<file path="config.mk">
export PLATFORM = sky130hd
export DESIGN_NAME = hazard_ctrl
export DESIGN_NICKNAME = d
export VERILOG_FILES = /design/src/rtl/hazard_ctrl.sv
export SDC_FILE = /design/constraint.sdc
export NUM_CORES = 1
export LEC_CHECK = 0
export BUFFER_PORTS_ARGS = -buffer_cell sky130_fd_sc_hd__buf_4
export CORE_ASPECT_RATIO = 2
export CORE_UTILIZATION = 42
export CTS_CLUSTER_DIAMETER = 80
export DETAILED_ROUTE_END_ITERATION = 8
export PLACE_DENSITY_LB_ADDON = 0.12
export SYNTH_ARGS = -nofsm -noshare
export SYNTH_HDL_FRONTEND = slang
export SYNTH_SLANG_ARGS = --single-unit
export TNS_END_PERCENT = 5
</file>
<file path="constraint.sdc">
create_clock -name clk -period 3.9 [get_ports clk]
set_input_delay 1.17 -clock clk [delete_from_list [all_inputs] [get_ports clk]]
set_output_delay 1.17 -clock clk [all_outputs]
set_load 0.1 [all_outputs]
</file>
<file path="src/rtl/hazard_ctrl.sv">
`default_nettype none
// ============================================================================
// Module   : hazard_ctrl
// Purpose  : Pipeline hazard / freeze controller for a 5-stage in-order core
//            with branches resolving in ID. Detects load-use and
//            branch-operand hazards, inserts ID/EX bubbles, freezes the
//            whole pipe on cache misses, and flushes IF/ID on redirects
//            (remembering redirects that arrive while frozen).
// Ports    : clk, rst                       - clock, sync active-high reset
//            id_rs1/rs2, id_use_rs1/rs2     - ID source operands
//            id_branch, redirect            - ID branch / taken redirect
//            ex_rd, ex_regwrite, ex_memread - EX destination and control
//            mem_rd, mem_memread            - MEM destination and load flag
//            icache_stall, dcache_stall     - cache miss in progress
//            pc_write, if_id_write, if_id_flush, id_ex_bubble, pipe_hold
//                                           - pipeline control (combinational)
//            stall_cycles, freeze_cycles    - saturating perf counters
// Config   : HAZ_PERF_CNT_EN - when defined, counters are implemented;
//            otherwise both counter ports read 0 and no flops exist.
// Revision : 1.0 - initial release
// ============================================================================
module hazard_ctrl #(
    parameter int CNT_W = 32
) (
    input  logic             clk,
    input  logic             rst,
    input  logic [4:0]       id_rs1,
    input  logic [4:0]       id_rs2,
    input  logic             id_use_rs1,
    input  logic             id_use_rs2,
    input  logic             id_branch,
    input  logic             redirect,
    input  logic [4:0]       ex_rd,
    input  logic             ex_regwrite,
    input  logic             ex_memread,
    input  logic [4:0]       mem_rd,
    input  logic             mem_memread,
    input  logic             icache_stall,
    input  logic             dcache_stall,
    output logic             pc_write,
    output logic             if_id_write,
    output logic             if_id_flush,
    output logic             id_ex_bubble,
    output logic             pipe_hold,
    output logic [CNT_W-1:0] stall_cycles,
    output logic [CNT_W-1:0] freeze_cycles
);

    typedef enum logic [1:0] {
        S_RUN    = 2'd0,
        S_HAZ    = 2'd1,
        S_FREEZE = 2'd2
    } state_t;

    state_t     r_state, w_state_nxt, w_eff_state;
    logic [1:0] r_stall_left, w_stall_left_nxt;
    logic       r_ret_haz, w_ret_haz_nxt;
    logic       r_flush_pending, w_flush_pending_nxt;

    logic       w_match_ex, w_match_mem, w_freeze;
    logic [1:0] w_need;

    assign w_freeze = icache_stall | dcache_stall;

    // Register 0 never creates a dependency.
    assign w_match_ex  = (ex_rd != 5'd0) &&
                         ((id_use_rs1 && (id_rs1 == ex_rd)) ||
                          (id_use_rs2 && (id_rs2 == ex_rd)));
    assign w_match_mem = (mem_rd != 5'd0) &&
                         ((id_use_rs1 && (id_rs1 == mem_rd)) ||
                          (id_use_rs2 && (id_rs2 == mem_rd)));

    // Branch compares in ID, so a branch needs its operand one stage earlier
    // than an ALU op: load in EX costs two bubbles, ALU op in EX or load in
    // MEM costs one.
    always_comb begin
        w_need = 2'd0;
        if (id_branch && ex_memread && w_match_ex)
            w_need = 2'd2;
        else if (!id_branch && ex_memread && w_match_ex)
            w_need = 2'd1;
        else if (id_branch && ex_regwrite && !ex_memread && w_match_ex)
            w_need = 2'd1;
        else if (id_branch && mem_memread && w_match_mem)
            w_need = 2'd1;
    end

    // While frozen the state register remembers where to resume; the exit
    // cycle behaves exactly like that resume state. Reset forces RUN rules.
    always_comb begin
        if (rst)
            w_eff_state = S_RUN;
        else if (r_state == S_FREEZE)
            w_eff_state = r_ret_haz ? S_HAZ : S_RUN;
        else
            w_eff_state = r_state;
    end

    always_comb begin
        pc_write            = 1'b1;
        if_id_write         = 1'b1;
        if_id_flush         = 1'b0;
        id_ex_bubble        = 1'b0;
        pipe_hold           = 1'b0;
        w_state_nxt         = r_state;
        w_stall_left_nxt    = r_stall_left;
        w_ret_haz_nxt       = r_ret_haz;
        w_flush_pending_nxt = r_flush_pending;

        if (w_freeze) begin
            pc_write      = 1'b0;
            if_id_write   = 1'b0;
            pipe_hold     = 1'b1;
            w_state_nxt   = S_FREEZE;
            w_ret_haz_nxt = (r_state == S_FREEZE) ? r_ret_haz : (r_state == S_HAZ);
            if (redirect)
                w_flush_pending_nxt = 1'b1;
        end else if (w_eff_state == S_HAZ) begin
            pc_write     = 1'b0;
            if_id_write  = 1'b0;
            id_ex_bubble = 1'b1;
            if (r_stall_left != 2'd0)
                w_stall_left_nxt = r_stall_left - 2'd1;
            w_state_nxt = (r_stall_left <= 2'd1) ? S_RUN : S_HAZ;
        end else if (w_need != 2'd0) begin
            // Redirect is ignored while stalling: the branch is re-evaluated
            // once its operands are ready.
            pc_write         = 1'b0;
            if_id_write      = 1'b0;
            id_ex_bubble     = 1'b1;
            w_stall_left_nxt = w_need - 2'd1;
            w_state_nxt      = (w_need == 2'd2) ? S_HAZ : S_RUN;
        end else begin
            w_state_nxt = S_RUN;
            if (redirect || r_flush_pending) begin
                if_id_flush         = 1'b1;
                w_flush_pending_nxt = 1'b0;
            end
        end
    end

    always_ff @(posedge clk) begin
        if (rst) begin
            r_state         <= S_RUN;
            r_stall_left    <= 2'd0;
            r_ret_haz       <= 1'b0;
            r_flush_pending <= 1'b0;
        end else begin
            r_state         <= w_state_nxt;
            r_stall_left    <= w_stall_left_nxt;
            r_ret_haz       <= w_ret_haz_nxt;
            r_flush_pending <= w_flush_pending_nxt;
        end
    end

`ifdef HAZ_PERF_CNT_EN
    logic [CNT_W-1:0] r_stall_cnt, r_freeze_cnt;

    always_ff @(posedge clk) begin
        if (rst) begin
            r_stall_cnt  <= '0;
            r_freeze_cnt <= '0;
        end else begin
            if (id_ex_bubble && (r_stall_cnt != {CNT_W{1'b1}}))
                r_stall_cnt <= r_stall_cnt + CNT_W'(1);
            if (pipe_hold && (r_freeze_cnt != {CNT_W{1'b1}}))
                r_freeze_cnt <= r_freeze_cnt + CNT_W'(1);
        end
    end

    assign stall_cycles  = r_stall_cnt;
    assign freeze_cycles = r_freeze_cnt;
`else
    assign stall_cycles  = '0;
    assign freeze_cycles = '0;
`endif

endmodule
`default_nettype wire
</file>
After elaboration in Yosys (flattened, before gate mapping) --
Index checks and enable logic that the tools add are counted.
Storage, ports and cells: flip-flop bits (word level) 6, input port bits 31, output and inout port bits 69, logic and storage cells 84
Cells by class: add/subtract/negate cells 2, order comparisons 1, equality and inequality tests 12, mux-type cells 31, bitwise operators 3, reduce and logical (&&, ||, !) cells 30
Operators by type and width (number):
- $mux 1 | 24
- $eq 5x5->1 | 4
- $logic_and 1x1->1 | 15
- $mux 2 | 7
- $reduce_bool 5->1 | 2
- $reduce_bool 2->1 | 4
- $ne 2x2->1 const B | 3
- $eq 2x1->1 const B | 2
- $eq 2x2->1 const B | 2
- $reduce_and 4->1 | 1
- $sub 2x1->2 const B | 2
- $logic_or 1x1->1 | 3
- $reduce_and 3->1 | 1
- $le 2x1->1 const B | 1
- $logic_not 1->1 | 2
- $ne 2x1->1 const B | 1
- $not 1->1 | 2
- $reduce_and 2->1 | 1
- $reduce_or 2->1 | 1
- $or 1x1->1 | 1

Longest topological paths before layout --
depth in word-level cells 14, depth in mapped cells 7, depth with buffers taken out 7

Worst setup path before layout --
Ideal clock, no wire load.
path kind input-to-output, from input port ex_rd[1], to output port if_id_flush, data arrival time 3.308 ns, data required time 2.730 ns, slack -0.578 ns, cell stages on the path 4, buffers on the path 0, cells stage by stage or4_4 > o21ai_4 > o211ai_2 > nor2_1
On the way: word-level cells in the longest chain between the ends 12, elaborated cells on any way between the ends 17, those cells by class eq/ne: 2; mux: 6; reduce/logical: 9
Ends and longest elaborated chain:
- start, declared | line 33 | input logic [4:0] ex_rd,
- $eq 5x5->1 (on tied branches) | line 67, 68
- $logic_and 1x1->1 (on tied branches) | line 67, 68
- $logic_or 1x1->1 | line 67 | ((id_use_rs1 && (id_rs1 == ex_rd)) ||
- $logic_and 1x1->1 * | line 66 | assign w_match_ex = (ex_rd != 5'd0) &&
- $logic_and 1x1->1 | line 82 | else if (id_branch && ex_regwrite && !ex_memread && w_match_ex)
- $mux 1 | line 82
- $mux 1 | line 80 | else if (!id_branch && ex_memread && w_match_ex)
- $mux 2 * | line 78 | if (id_branch && ex_memread && w_match_ex)
- $reduce_bool 2->1 * | line 125 | end else if (w_need != 2'd0) begin
- $mux 1 * | line 125
- $mux 1 * | line 118 | end else if (w_eff_state == S_HAZ) begin
- $mux 1 * | line 110 | if (w_freeze) begin
- end, declared | line 42 | output logic if_id_flush,
Every way passes the cells marked *; elsewhere a longest branch is shown, timed or not.

Worst setup path after layout --
from input port id_rs2[3], to output port id_ex_bubble
On the way: word-level cells in the longest chain between the ends 13, elaborated cells on any way between the ends 20, those cells by class eq/ne: 2; mux: 7; reduce/logical: 11
Ends and longest elaborated chain:
- start, declared | line 28 | input logic [4:0] id_rs2,
- $eq 5x5->1 | line 71 | (id_use_rs2 && (id_rs2 == mem_rd)));
- $logic_and 1x1->1 | line 71
- $logic_or 1x1->1 | line 70 | ((id_use_rs1 && (id_rs1 == mem_rd)) ||
- $logic_and 1x1->1 | line 69 | assign w_match_mem = (mem_rd != 5'd0) &&
- $logic_and 1x1->1 | line 84 | else if (id_branch && mem_memread && w_match_mem)
- $mux 1 | line 84
- $mux 1 | line 82
- $mux 1 | line 80
- $mux 2 * | line 78
- $reduce_bool 2->1 * | line 125
- $mux 1 * | line 125
- $mux 1 * | line 118
- $mux 1 * | line 110
- end, declared | line 43 | output logic id_ex_bubble,
Marks and branches as above.

==> out/summary.txt <==
Status = complete, no violations
EDFF count, synth = 0
Number of setup violations in the final report = 0
Post-Route Skew = 0.000617 ns
Max VDD drop = 0.254 mV
Top cells by count, synth = 65 x buf_4, 20 x xnor2_1, 9 x nand2_1
Min-delay src = r_flush_pending$_SDFFE_PP0P_
CTS H-tree depth = 1
Min-Delay Endpoint = r_flush_pending$_SDFFE_PP0P_
CTS sink count = 6
Bufs and invs on worst path = 3
Layout cells sized above 1 = 0.290
Yosys cell types = 30
R2R depth = 6
Initial antenna violation count = 0
Starting Density = 0.455
Post-CTS setup buffers = 0
Port Buffers = 35
Fin. Hold Viols = 0
Die H = 77.1 µm
Setup TNS = 0 ns
Synthesized cell area = 1180 µm²
DRC violations left = 0
Reg2Reg Setup Slack = 2.19 ns
Fillers = 294
Ys flop type = dfxtp_1
Final antenna-violating net count = 0
Period utilization = 0.961
Syn avg cell area = 8.01 µm²
Count leader, synth = buf_4
Biggest area consumer among synthesized cells = buf_4
Max Cap Viol = 0
Wirelength per Cell = 11.0 µm
Post-CTS sizing = 0
Async S/R FF share, synth = 0
Most frequent CP cell = buf_4
Clock-pin slew on the worst setup and hold paths = 0.03 ns
Crit path required time = 2.73 ns
Setup CP Type = input pin to output pin
Number of global-route vias before repair = 758
CP endpoint kind = output pin
Die Area = 3050 µm²
Row Count = 26
Synth Instances = 148
Clock Path Buffers = 2
Total leakage power = 0.611 nW
IO Pins = 100
Unrepaired setup endpoints after global routing = false
Max incr delay on CP = 0.33 ns
Synth Register Bits = 6
Critical path arrival = 2.58 ns
CP top delay family = buffers and inverters
Pin count of the biggest net entering global routing = 7
Sequential cell area = 120 µm²
Seq/Total Area, Yosys = 0.101
Post-synth top area share = 0.412
Post-DP HPWL = 2.08 mm
Detailed Routing Iterations Pass 1 = 4
Inserted Clock Buffers = 3
Drt via density = 4.18
Hold Slack = 0.496 ns
Number of diodes = 0
Nets = 221
Reg-to-Reg Start = r_state[1]$_SDFF_PP0_
Grt ovf = 0
Worst path cell trace = buf_4 > xnor2_1 > nand4_1 > o22ai_2 > o21ai_4 > buf_4 > o22ai_4 > buf_4
Hold/Removal Path Class = register to register
Fmax = 267 MHz
Die W = 39.6 µm
Worst-Skew Late Latency = 0.22 ns
DP Worst Slack = 0.143 ns
Drt total wl = 2.34 mm
# hold bufs at CTS = 0
Cell area after layout = 1290 µm²
Clock Tree Root = clkbuf_8
CP max FO = 5
Slowest stage cell on the critical path = buf_4
Final worst slack = 0.153 ns
First-pass GRT wire length = 3.20 mm
Core area = 2600 µm²
CTS tree = done
Area of the multi-input gates = 793 µm²
Min cycle time layout = 3.75 ns
FF-to-FF End = r_flush_pending$_SDFFE_PP0P_
Top post-synthesis cells by area = buf_4 41%, xnor2_1 15%, dfxtp_1 10%
Pwr/cell area = 404 nW/µm²
Via count = 895
RD Place Congestion = 0.744
Yosys warnings = 0
Worst hold stages = 1
Fin. max-slew vios = 0
Post-DP Area = 1250 µm²
Critical Path Start Type = input pin
GRT Util Overall = 0.142
DRT iter0 DRCs = 10
Syn-to-layout area delta = 9.19%
[cells by family (layout without fill, tap and decap cells)]
kind of cell | after synthesis | count (layout) | share of synthesized area
flip-flops | 6 | 6 | 0.101
AND/OR/NAND/NOR | 27 | 27 | 0.116
buffers and inverters | 71 | 46 | 0.431
adder cells (fa/ha/maj) | 2 | 2 | 0.0211
XOR/XNOR | 20 | 20 | 0.148
AO/OA/AOI/OAI | 20 | 20 | 0.170
multiplexers | 1 | 1 | 0.00950
other | 1 | 64 | 0.00316
[where the power goes]
| part | internal, W | switching (W) | total [W] |
|---|---|---|---|
| Combinational | 0.0000461 | 0.000321 | 0.000367 |
| Clock | 0.0000661 | 0.0000245 | 0.0000906 |
| Sequential | 0.0000636 | 0.000000896 | 0.0000645 |
[sequential cells by signal, indices dropped and copies added (netlist names)]
signal / cells
r_ret_haz: 1
r_flush_pending: 1
r_stall_left: 2
r_state: 2
[per-layer routing]
| layer | share of wire | GRT usage | up-vias |
|---|---|---|---|
| li1 | - | - | 436 |
| met3 | 0.094 | 0.0202 | 2 |
| met4 | 0.0034 | 0.0310 | 0 |
| met1 | 0.31 | 0.126 | 403 |
| met5 | 0 | 0 | - |
| met2 | 0.59 | 0.289 | 54 |
[cell type report]
cell class / instances / area share
Timing Repair Buffer: 37 / 0.215
Clock buffer: 3 / 0.0319
Tap cell: 28 / 0.0271
Multi-Input combinational cell: 134 / 0.613
Inverter: 6 / 0.0203
Sequential cell: 6 / 0.0928
[through the flow]
| stage | total power, W | util | std cells |
|---|---|---|---|
| final | 0.000522 | 0.497 | 214 |
| after global routing | 0.000541 | 0.497 | 214 |
| after floorplan | 0.000437 | - | 211 |
| after detailed placement | 0.000431 | 0.481 | 211 |
| after global placement | 0.000430 | 0.481 | 211 |
| after CTS | 0.000523 | 0.497 | 214 |
[worst max path at each step]
stage	startpoint	end	slack, ns	depth (start not counted)
after global placement	id_rs2[3]	id_ex_bubble	0.15	8
after global routing	id_rs2[3]	id_ex_bubble	0.08	8
after CTS	id_rs2[3]	id_ex_bubble	0.14	8
after detailed placement	id_rs2[3]	id_ex_bubble	0.14	8
final	id_rs2[3]	id_ex_bubble	0.15	8
after floorplan	ex_rd[1]	if_id_flush	-0.16	4
[cell usage in the layout, fill, tap and decap left out]
cell	Yosys	layout
a41oi_4	1	1
o22ai_4	1	1
clkbuf_8	0	3
conb_1	1	64
a31o_1	1	1
a32o_1	1	1
o21ai_0	1	1
o21ai_4	1	1
nand4_1	4	4
o311a_2	1	1
mux2_2	1	1
ha_1	2	2
or2b_2	1	1
o31ai_1	1	1
and2_4	1	1
nor2b_1	2	2
nor3_1	3	3
nor2_2	0	1
dfxtp_1	6	6
nand2_1	9	9
o22ai_2	2	2
xnor2_1	20	20
buf_4	65	37
nor2_1	6	5
or4_4	1	1
o21ai_1	2	2
a31oi_1	2	2
o211ai_2	1	1
a211oi_2	1	1
a21oi_1	3	3
clkinvlp_4	0	1
inv_1	6	5
a21o_1	1	1
[worst register-to-register path, stage by stage (launching register included)]
cell and delay, ns:
dfxtp_1 0.30, nor2b_1 0.13, a21o_1 0.23, and2_4 0.20, a41oi_4 0.26, o211ai_2 0.19
a32o_1 0.29
Power figures use the tool's default switching activity.
